[config.mk]
export PLATFORM = sky130hd
export DESIGN_NAME = div_8b_flat
export DESIGN_NICKNAME = d
export VERILOG_FILES = /design/src/rtl/div_8b_pkg.sv /design/src/rtl/div_8b_if.sv /design/src/rtl/div_8b_step.sv /design/src/rtl/div_8b.sv /design/src/flat_wrapper.sv
export SDC_FILE = /design/constraint.sdc
export NUM_CORES = 1
export LEC_CHECK = 0
export ABC_AREA = 1
export CAP_MARGIN = 10
export CORE_MARGIN = 2
export CORE_UTILIZATION = 49
export DETAILED_ROUTE_END_ITERATION = 8
export PLACE_DENSITY = 0.75
export SLEW_MARGIN = 10
export SYNTH_ARGS = -nofsm -noshare
export SYNTH_HDL_FRONTEND = slang
export SYNTH_SLANG_ARGS = --single-unit
[constraint.sdc]
create_clock -name clk -period 1.8 [get_ports clk]
set_input_delay 0.36 -clock clk [delete_from_list [all_inputs] [get_ports clk]]
set_output_delay 0.36 -clock clk [all_outputs]
set_load 0.03 [all_outputs]
[src/rtl/div_8b_pkg.sv]
// Shared definitions for the div_8b sequential divider slice.
//   state_t    : controller states (IDLE, CALC, DONE)
//   DEF_WIDTH  : default operand/result width
//   cnt_width  : iteration counter width for a given operand width
package div_pkg;

  localparam int unsigned DEF_WIDTH = 8;

  typedef enum logic [1:0] {
    IDLE,
    CALC,
    DONE
  } state_t;

  // The counter must be able to hold WIDTH itself, not just WIDTH-1.
  function automatic int unsigned cnt_width(input int unsigned w);
    return $clog2(w) + 1;
  endfunction

endpackage

[src/rtl/div_8b_if.sv]
// Start/done handshake bundle for the div_8b divider.
//   start    : request a division (controller -> divider)
//   div1     : dividend (controller -> divider)
//   div2     : divisor  (controller -> divider)
//   quo      : quotient (divider -> controller)
//   resto    : remainder (divider -> controller)
//   fim      : done level (divider -> controller)
//   zero_div : divide-by-zero flag, valid while fim=1 (divider -> controller)
interface div_8b_if
  import div_pkg::*;
#(
  parameter int unsigned WIDTH = DEF_WIDTH
) ();

  logic             start;
  logic [WIDTH-1:0] div1;
  logic [WIDTH-1:0] div2;
  logic [WIDTH-1:0] quo;
  logic [WIDTH-1:0] resto;
  logic             fim;
  logic             zero_div;

  modport master (
    output start, div1, div2,
    input  quo, resto, fim, zero_div
  );

  modport slave (
    input  start, div1, div2,
    output quo, resto, fim, zero_div
  );

endinterface

[src/rtl/div_8b_step.sv]
// One combinational restoring-division step.
//   rem      : current partial remainder (always < divisor)
//   q        : working quotient / remaining dividend bits
//   divisor  : non-zero divisor
//   rem_next : partial remainder after shift and conditional subtract
//   q_next   : working quotient shifted left with the new quotient bit
module div_step
  import div_pkg::*;
#(
  parameter int unsigned WIDTH = DEF_WIDTH
) (
  input  logic [WIDTH-1:0] rem,
  input  logic [WIDTH-1:0] q,
  input  logic [WIDTH-1:0] divisor,
  output logic [WIDTH-1:0] rem_next,
  output logic [WIDTH-1:0] q_next
);

  logic [WIDTH:0] trial;

  // {rem,q} shifted left: the new remainder candidate is {rem, q msb}.
  assign trial = {rem, q[WIDTH-1]} - {1'b0, divisor};

  // rem < divisor keeps both outcomes within WIDTH bits; trial msb is the sign.
  always_comb begin
    rem_next = trial[WIDTH-1:0];
    q_next   = {q[WIDTH-2:0], 1'b1};
    if (trial[WIDTH]) begin
      rem_next = {rem[WIDTH-2:0], q[WIDTH-1]};
      q_next   = {q[WIDTH-2:0], 1'b0};
    end
  end

endmodule

[src/rtl/div_8b.sv]
// Sequential unsigned restoring divider, one quotient bit per clock.
//   clk   : system clock, rising edge
//   reset : asynchronous, active-low reset
//   bus   : div_8b_if slave (start/div1/div2 in; quo/resto/fim/zero_div out)
// Result appears WIDTH+1 edges after the accepting edge; divide-by-zero
// completes on the accepting edge with quo=all ones and resto=dividend.
module div_8b
  import div_pkg::*;
#(
  parameter int unsigned WIDTH = DEF_WIDTH
) (
  input  logic     clk,
  input  logic     reset,
  div_8b_if.slave  bus
);

  localparam int unsigned CW = cnt_width(WIDTH);

  state_t           state_q, state_d;
  logic [WIDTH-1:0] rem_q, rem_d;
  logic [WIDTH-1:0] q_q, q_d;
  logic [WIDTH-1:0] divisor_q, divisor_d;
  logic [CW-1:0]    cnt_q, cnt_d;
  logic [WIDTH-1:0] quo_q, quo_d;
  logic [WIDTH-1:0] resto_q, resto_d;
  logic             fim_q, fim_d;
  logic             zdiv_q, zdiv_d;

  logic [WIDTH-1:0] rem_step;
  logic [WIDTH-1:0] q_step;

  div_step #(.WIDTH(WIDTH)) u_step (
    .rem      (rem_q),
    .q        (q_q),
    .divisor  (divisor_q),
    .rem_next (rem_step),
    .q_next   (q_step)
  );

  always_ff @(posedge clk or negedge reset) begin
    if (!reset) begin
      state_q   <= IDLE;
      rem_q     <= '0;
      q_q       <= '0;
      divisor_q <= '0;
      cnt_q     <= '0;
      quo_q     <= '0;
      resto_q   <= '0;
      fim_q     <= 1'b0;
      zdiv_q    <= 1'b0;
    end else begin
      state_q   <= state_d;
      rem_q     <= rem_d;
      q_q       <= q_d;
      divisor_q <= divisor_d;
      cnt_q     <= cnt_d;
      quo_q     <= quo_d;
      resto_q   <= resto_d;
      fim_q     <= fim_d;
      zdiv_q    <= zdiv_d;
    end
  end

  always_comb begin
    state_d   = state_q;
    rem_d     = rem_q;
    q_d       = q_q;
    divisor_d = divisor_q;
    cnt_d     = cnt_q;
    quo_d     = quo_q;
    resto_d   = resto_q;
    fim_d     = fim_q;
    zdiv_d    = zdiv_q;

    unique case (state_q)
      IDLE, DONE: begin
        if (bus.start) begin
          divisor_d = bus.div2;
          rem_d     = '0;
          q_d       = bus.div1;
          cnt_d     = '0;
          quo_d     = '0;
          resto_d   = '0;
          fim_d     = 1'b0;
          zdiv_d    = 1'b0;
          if (bus.div2 == '0) begin
            state_d = DONE;
            quo_d   = '1;
            resto_d = bus.div1;
            zdiv_d  = 1'b1;
            fim_d   = 1'b1;
          end else begin
            state_d = CALC;
          end
        end
      end

      // WIDTH step cycles, then one extra cycle to publish the result.
      CALC: begin
        if (cnt_q == CW'(WIDTH)) begin
          state_d = DONE;
          quo_d   = q_q;
          resto_d = rem_q;
          fim_d   = 1'b1;
        end else begin
          rem_d = rem_step;
          q_d   = q_step;
          cnt_d = cnt_q + CW'(1);
        end
      end

      default: state_d = IDLE;
    endcase
  end

  assign bus.quo      = quo_q;
  assign bus.resto    = resto_q;
  assign bus.fim      = fim_q;
  assign bus.zero_div = zdiv_q;

endmodule

[src/flat_wrapper.sv]
// flat-port wrapper written by rule: the top's interface ports become plain ports
module div_8b_flat import div_pkg::*;
#(
  parameter int unsigned WIDTH = DEF_WIDTH
)
  (clk, reset, bus_start, bus_div1, bus_div2, bus_quo, bus_resto, bus_fim, bus_zero_div);
  div_8b_if #(.WIDTH(WIDTH)) bus_i ();
  input  logic clk;
  input  logic reset;
  input wire logic [$bits(bus_i.start)-1:0] bus_start;
  input wire logic [$bits(bus_i.div1)-1:0] bus_div1;
  input wire logic [$bits(bus_i.div2)-1:0] bus_div2;
  output wire logic [$bits(bus_i.quo)-1:0] bus_quo;
  output wire logic [$bits(bus_i.resto)-1:0] bus_resto;
  output wire logic [$bits(bus_i.fim)-1:0] bus_fim;
  output wire logic [$bits(bus_i.zero_div)-1:0] bus_zero_div;
  assign bus_i.start = bus_start;
  assign bus_i.div1 = bus_div1;
  assign bus_i.div2 = bus_div2;
  assign bus_quo = bus_i.quo;
  assign bus_resto = bus_i.resto;
  assign bus_fim = bus_i.fim;
  assign bus_zero_div = bus_i.zero_div;
  div_8b #(.WIDTH(WIDTH)) u_core (.clk(clk), .reset(reset), .bus(bus_i));
endmodule
==> flow_summary.yaml, run 1 <==
status:
  status: "finished with violations"
  failed_checks: "hold timing, setup timing"
sta:
  timing.final.crit_period_ps: 1841
  report.final.setup_viol: 9
  timing.slew.headroom_pct: 68.92
  skew_ps: 7.699
  final_hold_viol_count: 19
  rsz0062_at_grt: "yes"
  worst_hold_slack_ps: -10.41
  tightest_slew_ps: 466.3
  slew_violations: 0
  max_freq_ghz: 0.5432
  period_share_pct: 102.3
  fin_tns_setup_ps: -165.3
  postLayoutSetupSlackWorst_ps: -41.02
clocking:
  cts.root.buffer_cell: "sky130_fd_sc_hd__clkbuf_8"
  clock_tree.buffer_depth: 2
  worst_skew_pair.late_latency_ps: 310
  htree_levels: 2
  clock_sink_count: 48
  tritoncts_clock_tree: "built"
  holdBufCountCts: 0
  cts_buffers: 5
  worst_setup_hold_path_clk_slew_ps: 90
synth:
  yosys.cell_types.count: 31
  async_flop_share_pct: 100.0
  yosys_warning_total: 0
  synthDominantCellAreaShare_pct: 44.36
  syn-mean-instance-area_um2: 7.780
  synth_nets: 378
  postSynthCellCount: 348
  ys_ff_latch: 48
  yosys_most_used_dff: "sky130_fd_sc_hd__dfrtp_1"
  syn_area_um2: 2708
  edff_count_synth: 0
  synth_largest_area_cell: "sky130_fd_sc_hd__dfrtp_1"
  synth.yosys.seq_area_share_pct: 44.36
  netlist_top_cells_area: "sky130_fd_sc_hd__dfrtp_1 44%, sky130_fd_sc_hd__nand2_1 15%, sky130_fd_sc_hd__inv_1 6.7%"
routing:
  drt-total-wl_um: 6367
  drc: 0
  dr.first_iter.drc_count: 185
  ant_nets: 0
  wl_per_cell_um: 13.26
  detailed_route_vias_per_instance: 5.094
  dr_total_vias: 2445
  drtPass1Iterations: 4
placement:
  dpl.hpwl_um: 4429
  placement.io_buffers: 36
  place.detailed.instances: 459
  gpl.final_weighted_congestion: 0.8322
floorplan:
  initial_utilization_pct: 50.09
  core_area_um2: 5405
  floorplan.rows: 27
  vertical_extent_of_the_die_um: 78.34
  boundaryPins: 37
  die_width_um: 78.34
  die-area_um2: 6136
finish:
  antennaDiodeCount: 0
  num-nets-final: 437
  layout-area-overhead-vs-synth_pct: 32.21
  fin_cells: 480
  final_layout_size_suffix_gt1_share_pct: 17.89
global_route:
  vias_in_the_first_global_route: 2271
  grt_antenna_before_repair: 0
  grt_start_max_net_pins: 30
  gr-usage-all-layers_pct: 22.09
  grt_first_pass_wirelength_um: 10710
  overflow: 0
worst_setup_path:
  cpMostUsedCell: "sky130_fd_sc_hd__nand2_1"
  worst_ep_required_time_ps: 2000
  worst-setup-path-type: "register to register"
  endpoint_kind: "register"
  path_cells: "inv_2 -> ha_4 -> inv_2 -> fa_2 -> nand2_1 -> nand2_2 -> nand3_4 -> nand3_4 -> nand2_4 -> nand2_1 -> nand3_1 -> nand2_1"
  timing.critical_path.arrival_ps: 2050
  crit_path_top_delay_cell: "sky130_fd_sc_hd__dfrtp_1"
  critical_path_peak_fanout: 8
  path_delay_family: "simple AND/OR/NAND/NOR gates"
  cpPeakStageDelay_ps: 410
  startpoint_type: "register"
  reg2reg_setup_slack_ps: -40
  timing.critical_path.buf_inv: 2
min_path:
  hold_path.class: "input pin to asynchronous set/reset pin"
job:
  drv.max_cap_violation_count: 0
[sequential cells by signal, summed over array words and instances, names as in the netlist]
register / cells
u_core.bus.zero_div: 1
u_core.bus.quo: 8
u_core.rem_q: 8
u_core.q_q: 8
u_core.bus.resto: 8
u_core.state_q: 2
u_core.divisor_q: 8
u_core.bus.fim: 1
u_core.cnt_q: 4
[cells by family (layout without fill, tap and decap cells)]
| family | after synthesis | after routing | synth area share, % |
|---|---|---|---|
| adder cells (fa/ha/maj) | 11 | 11 | 5.360 |
| AND/OR/NAND/NOR | 166 | 166 | 26.29 |
| buffers and inverters | 61 | 121 | 10.40 |
| AO/OA/AOI/OAI | 58 | 58 | 12.29 |
| XOR/XNOR | 4 | 4 | 1.294 |
| flip-flops | 48 | 48 | 44.36 |
[placed cells by master (no fill, tap or decap), types with 2 or more instances in the layout]
cell / n
sky130_fd_sc_hd__clkdlybuf4s50_1: 35
sky130_fd_sc_hd__nand4_1: 2
sky130_fd_sc_hd__o21ai_2: 3
sky130_fd_sc_hd__inv_2: 4
sky130_fd_sc_hd__bufinv_16: 2
sky130_fd_sc_hd__o21ai_0: 27
sky130_fd_sc_hd__nand3_4: 3
sky130_fd_sc_hd__nand3_2: 2
sky130_fd_sc_hd__a21oi_4: 3
sky130_fd_sc_hd__dfrtp_1: 48
sky130_fd_sc_hd__buf_12: 2
sky130_fd_sc_hd__nor2_1: 19
sky130_fd_sc_hd__nand2_4: 5
sky130_fd_sc_hd__ha_4: 2
sky130_fd_sc_hd__a31oi_1: 2
sky130_fd_sc_hd__inv_1: 46
sky130_fd_sc_hd__xnor2_1: 2
sky130_fd_sc_hd__xor2_1: 2
sky130_fd_sc_hd__clkbuf_8: 5
sky130_fd_sc_hd__nor2_4: 5
sky130_fd_sc_hd__buf_4: 24
sky130_fd_sc_hd__nand3_1: 19
sky130_fd_sc_hd__o21ai_1: 3
sky130_fd_sc_hd__nand2_2: 5
sky130_fd_sc_hd__a21oi_1: 16
sky130_fd_sc_hd__ha_1: 7
sky130_fd_sc_hd__nand2_1: 103
[per-layer routing]
| metal | track usage [%] | vias to the layer above | wire length [um] |
|---|---|---|---|
| met5 | 0 | - | 0 |
| li1 | - | 1216 | - |
| met3 | 4.138 | 11 | 247 |
| met2 | 38.28 | 57 | 3278 |
| met1 | 27.60 | 1161 | 2704 |
| met4 | 7.895 | 0 | 136 |
[cells in the mapped netlist, types with 2 or more instances]
library cell / count
sky130_fd_sc_hd__a21oi_1: 18
sky130_fd_sc_hd__nand2_1: 111
sky130_fd_sc_hd__inv_2: 2
sky130_fd_sc_hd__xnor2_1: 2
sky130_fd_sc_hd__nor2_4: 4
sky130_fd_sc_hd__nor2_1: 20
sky130_fd_sc_hd__nand2_2: 2
sky130_fd_sc_hd__ha_1: 10
sky130_fd_sc_hd__a21oi_4: 2
sky130_fd_sc_hd__dfrtp_1: 48
sky130_fd_sc_hd__nand3_1: 23
sky130_fd_sc_hd__inv_1: 48
sky130_fd_sc_hd__clkbuf_1: 2
sky130_fd_sc_hd__nand4_1: 2
sky130_fd_sc_hd__o21ai_1: 5
sky130_fd_sc_hd__buf_6: 6
sky130_fd_sc_hd__xor2_1: 2
sky130_fd_sc_hd__a31oi_1: 2
sky130_fd_sc_hd__o21ai_0: 27
[metrics by stage]
stage	hold WS, ps	area (um^2)	setup WS (ps)	util, %
floorplan	64.41	2708	21.69	-
global placement	337.4	3176	-53.50	58.75
detailed placement	340.1	3176	-98.16	58.75
CTS	5.731	3445	1.924	63.73
global route	17.77	3580	-118.6	66.23
finish	-10.41	3580	-41.02	66.23
[path summary, 6_finish.rpt]
path | startpoint | to | depth (start not counted)
min in group clk | u_core.bus.fim | u_core.bus.fim | 2
max reg2reg | u_core.q_q[7] | u_core.rem_q[2] | 12
max | u_core.q_q[7] | u_core.rem_q[2] | 12
min | reset | u_core.bus.resto[5] | 1
max in group asynchronous | reset | u_core.divisor_q[6] | 2
min reg2reg | u_core.bus.fim | u_core.bus.fim | 2
[repair_timing]
item                       4_1_cts  5_1_grt
setup endpoints to repair       10       12
resized for setup               13       22
pin swaps                       13       11
setup buffers                   11        3
[area by class of cell]
| type | instances | area, um^2 |
|---|---|---|
| fillers | 428 | 1826 |
| multi-input cells | 239 | 1381 |
| flip-flops and latches | 48 | 1201 |
| repair buffers | 62 | 575.6 |
| inverters | 51 | 193.9 |
| well taps | 72 | 90.09 |
| clock buffers | 5 | 68.82 |
| clock inverters | 3 | 68.82 |
[worst reg2reg max path, delay by kind of cell (launching register included)]
kind          cells  cell delay, ps
fa+ha+maj         2             470
flops             1             410
buf+inv           2             140
simple gates      8             730
Power of run 1 is left out: the tool's default activity adds up to more than one toggle a clock period on the data nets, which glitch-free logic cannot reach.
==> run 2, diff against run 1 <==
--- a/config.mk
+++ b/config.mk
@@ -8,9 +8,10 @@
 export ABC_AREA = 1
 export CAP_MARGIN = 10
 export CORE_MARGIN = 2
-export CORE_UTILIZATION = 49
+export CORE_UTILIZATION = 59
 export DETAILED_ROUTE_END_ITERATION = 8
-export PLACE_DENSITY = 0.75
+export HOLD_SLACK_MARGIN = 0.15
+export PLACE_DENSITY = 0.85
 export SLEW_MARGIN = 10
 export SYNTH_ARGS = -nofsm -noshare
 export SYNTH_HDL_FRONTEND = slang
==> constraint.sdc (replaced) <==
create_clock -name clk -period 2.2 [get_ports clk]
set_input_delay 0.44 -clock clk [delete_from_list [all_inputs] [get_ports clk]]
set_output_delay 0.44 -clock clk [all_outputs]
set_load 0.03 [all_outputs]
==> flow_summary.yaml, run 2 (synthesis results as in run 1) <==
power:
  vdd_drop_max_mv: 0.9887
  p_leak_uw: 0.001614
  pwr_density_cell_nw_per_um2: 1766
clocking:
  worst_setup_hold_path_clk_slew_ps: 90
  worst_skew_pair.late_latency_ps: 310
  cts_resized: 0
  postCtsSetupRepairBufs: 0
  cts.root.buffer_cell: "sky130_fd_sc_hd__clkbuf_8"
  clock_tree.buffer_depth: 2
  holdBufCountCts: 0
  tritoncts_clock_tree: "built"
  clock_sink_count: 48
  htree_levels: 2
  cts_buffers: 5
sta:
  timing.slew.headroom_pct: 59.53
  fin_tns_setup_ps: 0
  tightest_slew_ps: 607.0
  final_hold_viol_count: 0
  skew_ps: 6.666
  postLayoutSetupSlackWorst_ps: 205.0
  rsz0062_at_grt: "no"
  max_freq_ghz: 0.5012
  timing.final.crit_period_ps: 1995
  period_share_pct: 90.68
  slew_violations: 0
  report.final.setup_viol: 0
worst_setup_path:
  worst_reg2reg_path_length_in_cells: 13
  timing.critical_path.arrival_ps: 2250
  critical_path.reg2reg.startpoint: "u_core.q_q[7]"
  endpoint_kind: "register"
  worst_ep_required_time_ps: 2450
  timing.critical_path.buf_inv: 2
  cpMostUsedCell: "sky130_fd_sc_hd__nand2_1"
  worst-setup-path-type: "register to register"
  timing.rr.end: "u_core.rem_q[5]"
  crit_path_top_delay_cell: "sky130_fd_sc_hd__dfrtp_1"
  reg2reg_setup_slack_ps: 200
  critical_path_peak_fanout: 8
  path_cells: "inv_1 -> ha_1 -> inv_1 -> fa_1 -> nand2_1 -> nand2_1 -> nand3_2 -> nand2_1 -> nand2_1 -> nand2_2 -> nand2_1 -> nand3_1 -> nand2_1"
  cpPeakStageDelay_ps: 390
  startpoint_type: "register"
  path_delay_family: "simple AND/OR/NAND/NOR gates"
global_route:
  grt_start_max_net_pins: 49
  vias_in_the_first_global_route: 2147
  grt_first_pass_wirelength_um: 9487
  gr-usage-all-layers_pct: 23.52
  grt_antenna_before_repair: 0
  overflow: 0
routing:
  drc: 0
  dr.first_iter.drc_count: 121
  detailed_route_vias_per_instance: 5.194
  dr_total_vias: 2275
  ant_nets: 0
  drtPass1Iterations: 4
  drt-total-wl_um: 5569
  wl_per_cell_um: 12.71
finish:
  layout_common_cells: "111 x sky130_fd_sc_hd__nand2_1, 48 x sky130_fd_sc_hd__inv_1, 48 x sky130_fd_sc_hd__dfrtp_1"
  antennaDiodeCount: 0
  postLayoutCellArea_um2: 3167
  n_fill_cell: 361
  layout-area-overhead-vs-synth_pct: 16.96
  final_layout_size_suffix_gt1_share_pct: 7.254
  mostFrequentLayoutCell: "sky130_fd_sc_hd__nand2_1"
  num-nets-final: 415
floorplan:
  initial_utilization_pct: 61.76
  vertical_extent_of_the_die_um: 71.75
  core_area_um2: 4384
  floorplan.rows: 24
  die-area_um2: 5147
  die_width_um: 71.75
  boundaryPins: 37
placement:
  gpl.final_weighted_congestion: 0.8444
  placement.io_buffers: 36
  placedInstanceArea_um2: 3070
  dp_worst_setup_slack_ps: 231.4
  dpl.hpwl_um: 4140
min_path:
  hold_path.class: "input pin to asynchronous set/reset pin"
job:
  drv.max_cap_violation_count: 0
status:
  status: "finished, final reports clean"
-- run 2: cell count changes in the layout (fill, tap and decap cells not counted), moves of 3 or more --
| cell | previous run | this run |
|---|---|---|
| sky130_fd_sc_hd__nand3_1 | 19 | 23 |
| sky130_fd_sc_hd__nand2_4 | 5 | 1 |
| sky130_fd_sc_hd__buf_4 | 24 | 4 |
| sky130_fd_sc_hd__nand2_2 | 5 | 2 |
| sky130_fd_sc_hd__nand2_1 | 103 | 111 |
| sky130_fd_sc_hd__ha_1 | 7 | 10 |
| sky130_fd_sc_hd__nand3_4 | 3 | 0 |
-- run 2: final cells by class --
cell class | count | area, um^2 | share of cell area, %
Timing Repair Buffer | 40 | 385.4 | 12.17
Clock buffer | 6 | 82.58 | 2.608
Clock inverter | 2 | 13.76 | 0.4346
Multi-Input combinational cell | 239 | 1225 | 38.68
Inverter | 51 | 193.9 | 6.124
Sequential cell | 48 | 1201 | 37.93
Tap cell | 52 | 65.06 | 2.055
-- run 2: metrics by stage --
step / hold WS [ps] / std cells / total power [uW] / util (%)
detailed placement: 465.3 / 430 / 5023 / 70.03
CTS: 243.9 / 438 / 5596 / 72.23
global placement: 461.7 / 430 / 4906 / 70.03
global route: 274.9 / 438 / 6136 / 72.23
floorplan: 144.4 / 348 / 4242 / -
finish: 219.0 / 438 / 5593 / 72.23
-- run 2: report_power, final --
part / switching [uW] / internal (uW)
clock: 303 / 257
sequential: 288 / 1310
combinational: 2180 / 1250
-- run 2: layer usage --
layer	track usage [%]	vias up	share of wire [%]
li1	-	1174	-
met1	30.13	1038	45
met2	39.81	49	49
met3	4.641	14	3.5
met4	8.176	0	2.3
met5	0	-	0
-- run 2: worst max-delay path by stage --
| stage | startpoint | end | slack [ps] | cells after the start |
|---|---|---|---|---|
| 2_1_floorplan | u_core.q_q[7] | u_core.rem_q[2] | 420 | 12 |
| 3_3_place_gp | bus_div2[7] | u_core.bus.quo[7] | 260 | 6 |
| 3_5_place_dp | bus_div2[7] | u_core.bus.resto[3] | 230 | 6 |
| 4_1_cts | u_core.q_q[7] | u_core.rem_q[5] | 230 | 13 |
| 5_1_grt | u_core.q_q[7] | u_core.rem_q[5] | 30 | 13 |
| 6_report | u_core.q_q[7] | u_core.rem_q[5] | 200 | 13 |
Note: power is estimated with default switching activity, not from simulation.
